## config.mk

```make
export PLATFORM = sky130hd
export DESIGN_NAME = hazard_ctl
export DESIGN_NICKNAME = d
export VERILOG_FILES = /design/src/rtl/hazard_ctl_pkg.sv /design/src/rtl/hazard_md_busy.sv /design/src/rtl/hazard_ctl.sv
export SDC_FILE = /design/constraint.sdc
export NUM_CORES = 1
export LEC_CHECK = 0
export ABC_CLOCK_PERIOD_IN_PS = 2610
export BUFFER_PORTS_ARGS = -buffer_cell sky130_fd_sc_hd__buf_2
export CAP_MARGIN = 20
export CORE_AREA = 5 5 67 69
export CTS_CLUSTER_DIAMETER = 40
export DETAILED_ROUTE_END_ITERATION = 7
export DIE_AREA = 0 0 72 74
export GPL_TIMING_DRIVEN = 0
export MAX_ROUTING_LAYER = met4
export PLACE_DENSITY = 0.69
export SYNTH_ARGS = -nofsm -noshare
export SYNTH_HDL_FRONTEND = slang
export SYNTH_SLANG_ARGS = --single-unit
```

## constraint.sdc

```tcl
create_clock -name clk -period 2.61 [get_ports clk]
set_clock_uncertainty 0.15 [all_clocks]
set_input_delay 0.522 -clock clk [delete_from_list [all_inputs] [get_ports clk]]
set_output_delay 0.522 -clock clk [all_outputs]
set_load 0.01 [all_outputs]
```

## src/rtl/hazard_ctl_pkg.sv

```systemverilog
// Shared encodings and helpers for the pipeline hazard unit.
package hazard_ctl_pkg;

    // Result-source encoding carried with each instruction's hazard tuple
    localparam logic [2:0] RES_NW  = 3'd0;
    localparam logic [2:0] RES_ALU = 3'd1;
    localparam logic [2:0] RES_DM  = 3'd2;
    localparam logic [2:0] RES_PC  = 3'd3;
    localparam logic [2:0] RES_MD  = 3'd4;

    // D-stage compare operand selects
    localparam logic [1:0] FWD_D_RF   = 2'd0;
    localparam logic [1:0] FWD_D_E_PC = 2'd1;
    localparam logic [1:0] FWD_D_M    = 2'd2;

    // E-stage ALU operand selects
    localparam logic [1:0] FWD_E_RF = 2'd0;
    localparam logic [1:0] FWD_E_M  = 2'd1;
    localparam logic [1:0] FWD_E_W  = 2'd2;

    // M-stage store-data select
    localparam logic FWD_M_RF = 1'b0;
    localparam logic FWD_M_W  = 1'b1;

    // Operand never read by the instruction
    localparam logic [1:0] TUSE_NONE = 2'd3;

    // Cycles until the result is available, counted from E
    function automatic logic [1:0] tnew_e(input logic [2:0] res);
        case (res)
            RES_ALU, RES_MD: tnew_e = 2'd1;
            RES_DM:          tnew_e = 2'd2;
            default:         tnew_e = 2'd0;
        endcase
    endfunction

    // Same, counted from M: only a load is still in flight there
    function automatic logic [1:0] tnew_m(input logic [2:0] res);
        tnew_m = (res == RES_DM) ? 2'd1 : 2'd0;
    endfunction

    // A stage writes r iff it has a real result, targets r, and r is not $0.
    // Encodings 5-7 are treated as no-write.
    function automatic logic writes(input logic [2:0] res, input logic [4:0] wa,
                                    input logic [4:0] r);
        logic w_real;
        w_real = (res == RES_ALU) || (res == RES_DM) || (res == RES_PC) || (res == RES_MD);
        writes = w_real && (wa == r) && (r != 5'd0);
    endfunction

endpackage

```

## src/rtl/hazard_md_busy.sv

```systemverilog
// Mult/div busy-window countdown; loads on an idle start, decrements to 0.
module hazard_md_busy
    import hazard_ctl_pkg::*;
#(
    parameter int MULT_CYC = 5,
    parameter int DIV_CYC  = 10
) (
    input  logic clk,
    input  logic rst,
    input  logic i_start,
    input  logic i_is_div,
    output logic o_busy
);

    localparam int MAXC = (MULT_CYC > DIV_CYC) ? MULT_CYC : DIV_CYC;
    localparam int CW   = $clog2(MAXC + 1);

    logic [CW-1:0] r_cnt;

    // Countdown: a running count ignores new starts; stops at 0
    always_ff @(posedge clk or negedge rst) begin
        if (!rst) begin
            r_cnt <= '0;
        end else if (r_cnt != '0) begin
            r_cnt <= r_cnt - 1'b1;
        end else if (i_start) begin
            r_cnt <= i_is_div ? CW'(DIV_CYC) : CW'(MULT_CYC);
        end
    end

    // Busy comes straight from the counter register, no input paths
    assign o_busy = (r_cnt != '0);

endmodule

```

## src/rtl/hazard_ctl.sv

```systemverilog
// Central hazard unit: stall/bubble, all forwarding selects, mult/div busy.
module hazard_ctl
    import hazard_ctl_pkg::*;
#(
    parameter int MULT_CYC = 5,
    parameter int DIV_CYC  = 10
) (
    input  logic       clk,
    input  logic       rst,
    input  logic [4:0] ra1D,
    input  logic [4:0] ra2D,
    input  logic [1:0] tuse_rsD,
    input  logic [1:0] tuse_rtD,
    input  logic       md_opD,
    input  logic [4:0] ra1E,
    input  logic [4:0] ra2E,
    input  logic [4:0] waE,
    input  logic [2:0] resE,
    input  logic       md_start,
    input  logic       md_is_div,
    output logic       stall,
    output logic       Eclr,
    output logic [1:0] fwd_rsD,
    output logic [1:0] fwd_rtD,
    output logic [1:0] fwd_rsE,
    output logic [1:0] fwd_rtE,
    output logic       fwd_rtM,
    output logic       md_busy
);

    // M and W copies of the hazard tuple; they never stall, bubbles drain through
    logic [4:0] r_ra2M;
    logic [4:0] r_waM;
    logic [2:0] r_resM;
    logic [4:0] r_waW;
    logic [2:0] r_resW;

    // Advance the hazard tuple E -> M -> W every cycle
    always_ff @(posedge clk or negedge rst) begin
        if (!rst) begin
            r_ra2M <= '0;
            r_waM  <= '0;
            r_resM <= RES_NW;
            r_waW  <= '0;
            r_resW <= RES_NW;
        end else begin
            r_ra2M <= ra2E;
            r_waM  <= waE;
            r_resM <= resE;
            r_waW  <= r_waM;
            r_resW <= r_resM;
        end
    end

    logic w_md_busy;

    hazard_md_busy #(
        .MULT_CYC (MULT_CYC),
        .DIV_CYC  (DIV_CYC)
    ) u_md_busy (
        .clk      (clk),
        .rst      (rst),
        .i_start  (md_start),
        .i_is_div (md_is_div),
        .o_busy   (w_md_busy)
    );

    logic [1:0] w_tnewE;
    logic [1:0] w_tnewM;
    assign w_tnewE = tnew_e(resE);
    assign w_tnewM = tnew_m(r_resM);

    // D-stage producer matches
    logic w_e_rsD, w_m_rsD, w_e_rtD, w_m_rtD;
    assign w_e_rsD = writes(resE, waE, ra1D);
    assign w_m_rsD = writes(r_resM, r_waM, ra1D);
    assign w_e_rtD = writes(resE, waE, ra2D);
    assign w_m_rtD = writes(r_resM, r_waM, ra2D);

    // Stall when a producer's value arrives later than the consumer needs it;
    // tuse = 3 can never lose to a tnew of at most 2.
    logic w_stall_rs, w_stall_rt, w_stall_md, w_stall;
    assign w_stall_rs = (w_e_rsD && (w_tnewE > tuse_rsD)) || (w_m_rsD && (w_tnewM > tuse_rsD));
    assign w_stall_rt = (w_e_rtD && (w_tnewE > tuse_rtD)) || (w_m_rtD && (w_tnewM > tuse_rtD));
    assign w_stall_md = md_opD && (w_md_busy || md_start);
    assign w_stall    = w_stall_rs || w_stall_rt || w_stall_md;

    // Forwarding candidates; only a ready value (tnew = 0) may be forwarded
    logic w_fd_rs_e, w_fd_rs_m, w_fd_rt_e, w_fd_rt_m;
    logic w_fe_rs_m, w_fe_rs_w, w_fe_rt_m, w_fe_rt_w, w_fm_rt_w;
    assign w_fd_rs_e = w_e_rsD && (resE == RES_PC);
    assign w_fd_rs_m = w_m_rsD && (w_tnewM == 2'd0);
    assign w_fd_rt_e = w_e_rtD && (resE == RES_PC);
    assign w_fd_rt_m = w_m_rtD && (w_tnewM == 2'd0);
    assign w_fe_rs_m = writes(r_resM, r_waM, ra1E) && (w_tnewM == 2'd0);
    assign w_fe_rs_w = writes(r_resW, r_waW, ra1E);
    assign w_fe_rt_m = writes(r_resM, r_waM, ra2E) && (w_tnewM == 2'd0);
    assign w_fe_rt_w = writes(r_resW, r_waW, ra2E);
    assign w_fm_rt_w = writes(r_resW, r_waW, r_ra2M);

    // Output selects, nearest stage first; forced quiet while reset is held
    // so that live E-stage inputs cannot leak through during reset.
    always_comb begin
        stall   = 1'b0;
        fwd_rsD = FWD_D_RF;
        fwd_rtD = FWD_D_RF;
        fwd_rsE = FWD_E_RF;
        fwd_rtE = FWD_E_RF;
        fwd_rtM = FWD_M_RF;
        if (rst) begin
            stall = w_stall;
            if (w_fd_rs_e)      fwd_rsD = FWD_D_E_PC;
            else if (w_fd_rs_m) fwd_rsD = FWD_D_M;
            if (w_fd_rt_e)      fwd_rtD = FWD_D_E_PC;
            else if (w_fd_rt_m) fwd_rtD = FWD_D_M;
            if (w_fe_rs_m)      fwd_rsE = FWD_E_M;
            else if (w_fe_rs_w) fwd_rsE = FWD_E_W;
            if (w_fe_rt_m)      fwd_rtE = FWD_E_M;
            else if (w_fe_rt_w) fwd_rtE = FWD_E_W;
            if (w_fm_rt_w)      fwd_rtM = FWD_M_W;
        end
    end

    assign Eclr    = stall;
    assign md_busy = w_md_busy;

endmodule
```

==> qor.yml <==
grt_pass1_vias: 1383
place_congestion: 0.844
syn_area_um2: 1650
synth-xor-area-share_pct: 24.9
core_um2: 3860
diodes: 0
whs_ns: 0.0447
final_area_um2: 2140
hold_class: "in2async"
place_area_um2: 1960
routed_wl_um: 3640
slew_viol_final: 0
ys_warn_count: 0
cap_viol_max_count: 0
seq_area_frac_synth_pct: 37.9
crit_type: "in2out"
max_slew_margin_pct: 74.7
end_kind: "output pin"
syn_avg_cell_area_um2: 9.48
grt_pass1_wl_um: 6080
hold_buffers: 0
fin_crit_ns: 2.84
drc: 0
syn_nets: 218
hold_viol: 0
grt.total_usage_pct: 14.8
worstPathMaxFanout: 3
clkLatencyLatePin_ns: 0.26
drive_above_1_share_pct: 29.0
netlist_instances: 174
yosysTopAreaCell: "dfrtp_1"
die_w_um: 72
yosysMostFrequentCell: "dfrtp_1"
clk_path_buf_depth: 2
p_leak_nw: 0.943
detail-route-antenna-nets: 0
root_buffer: "clkbuf_8"
status: "finished with violations"
peakVddDrop_mv: 0.192
timing.rr.start: "u_md_busy.r_cnt[0]"
period_share_pct: 109
crit_start: "ra1D[1]"
portBuffers: 48
die_h_um: 74
clkTransAtPathRegs_ns: 0.08
violations: "negative setup slack"
yosys-top-cells-area: "dfrtp_1 (38%), xor2_1 (13%), xnor2_1 (12%)"
synth_edf_count: 0
wl_per_cell_um: 13.0
worst_ep_arrival_time_ns: 2.16
synth_top_flop_cell: "dfrtp_1"
ys_top_cells_by_count: "dfrtp_1 (25), xor2_1 (24), xnor2_1 (23)"
tightest_slew_ns: 0.377
yosysUniqueCellTypes: 34
cts_tree: "built"
initial_core_util_pct: 42.8
drt-pass1-iter-count: 4
fin_nets: 276
cts_buffers: 3
synthMuxAreaShare_pct: 1.29
grt_start_max_net_pins: 32
synth-adder-area-share_pct: 5.31
synth_top_family_by_area: "XOR/XNOR gates"
vias: 1404
grt.overflow.total: 0
avgViaCountPerCell: 5.00
synthSimpleGateAreaFrac_pct: 22.8
finish.utilization_pct: 55.5
tritoncts_num_sinks: 25
final-setup-viol-count: 2
critPathLaunchType: "input port"
async_flop_share_pct: 100
htree_levels: 1
cp.required_ns: 1.94
row_count: 23
synth-seq-cells: 25
fmax_mhz: 353
dpl.hpwl_um: 2880
fillers: 371
die-area_um2: 5330
grt_antenna_before_repair: 0
setup_slack_ns: -0.226
synthToLayoutAreaGrowth_pct: 29.6
drtIter0Drc: 47
synth_compound_area_share_pct: 5.91
grt_setup_unrepaired: "true"
power.density_nw_per_um2: 480
synth_top_area_share_pct: 37.9
ios: 49
cells in the final DEF, fill, tap and decap left out, types with 2 or more instances in the layout:
cell type | synthesis | routed
inv_1 | 6 | 6
xor2_1 | 24 | 24
buf_6 | 0 | 4
buf_2 | 0 | 41
nand4_1 | 5 | 5
nor4_1 | 6 | 5
buf_4 | 1 | 6
nor3_1 | 11 | 10
a21oi_1 | 5 | 4
buf_8 | 0 | 2
nand2b_1 | 2 | 2
nand3_1 | 6 | 6
nand2_1 | 11 | 10
nor2b_1 | 3 | 3
dfrtp_1 | 25 | 25
and2_1 | 2 | 3
nor2_1 | 12 | 12
clkbuf_8 | 0 | 3
o21ai_1 | 1 | 4
o21ai_0 | 7 | 4
xnor2_1 | 23 | 23
ha_1 | 7 | 6
through the flow:
step           setup WS (ns)  TNS [ns]  std cells  power [mW]
2_1_floorplan       -0.00679  -0.00679        174       0.683
3_3_place_gp          -0.273    -0.435        272       0.784
3_5_place_dp          -0.313    -0.512        272       0.789
4_1_cts               -0.223    -0.344        278        1.03
5_1_grt               -0.337    -0.565        281        1.10
6_report              -0.226    -0.350        281        1.03
final timing paths:
kind / end / slack (ns) / depth (start not counted)
max in group asynchronous: r_resM[0] / 1.99 / 1
setup reg to reg: u_md_busy.r_cnt[3] / 1.25 / 6
min in group clk: r_resM[1] / 0.23 / 1
hold / removal: r_waM[1] / 0.04 / 1
setup / recovery: stall / -0.23 / 7
hold reg to reg: r_resW[1] / 0.25 / 0
layout make-up:
type                            instances  area, um^2  share of cell area, %
Sequential cell                        25         626                   29.2
Timing Repair Buffer                   53         325                   15.2
Buffer                                  1        7.51                  0.351
Clock buffer                            4        45.0                   2.11
Multi-Input combinational cell        142        1050                   49.1
Inverter                                6        22.5                   1.05
Tap cell                               50        62.6                   2.92
what timing repair did:
| action | 4_1_cts | 5_1_grt |
|---|---|---|
| pin swaps | 3 | 4 |
| endpoints found under the setup margin | 2 | 4 |
| resized for setup | 19 | 7 |
| buffers inserted | 2 | 3 |
power breakdown:
group,leakage (nW),internal (mW),switching (mW),total (mW)
registers,0.291,0.437,0.0476,0.485
logic,0.629,0.160,0.164,0.323
clock network,0.0228,0.109,0.111,0.220
total,0.943,0.706,0.322,1.03
worst max-delay path: stages:
cell and delay [ns]:
buf_8 0.09, or4_4 0.54, nor2_4 0.13, and4b_1 0.21
o41a_1 0.42, buf_4 0.14, buf_6 0.11
flip-flops by register name, summed over array words and instances, names as in the netlist:
| name | flops |
|---|---|
| r_ra2M | 5 |
| r_resW | 3 |
| r_waM | 5 |
| u_md_busy.r_cnt | 4 |
| r_waW | 5 |
| r_resM | 3 |
cells by family (layout without fill, tap and decap cells):
kind of cell               after synthesis  in the layout
DFF                                     25             25
muxes                                    2              2
and+or+nand+nor                         69             69
adders and majority gates                7              7
AOI/OAI and AO/OA                       17             17
xor gates and xnor gates                47             47
buffers and inverters                    7             64
metal layers:
layer | wire, um | global-route usage [%]
met1 | 1650 | 18.7
met2 | 1750 | 23.8
met3 | 173 | 2.16
met4 | 68 | 6.05
met5 | 0 | -
Power figures use the tool's default switching activity.
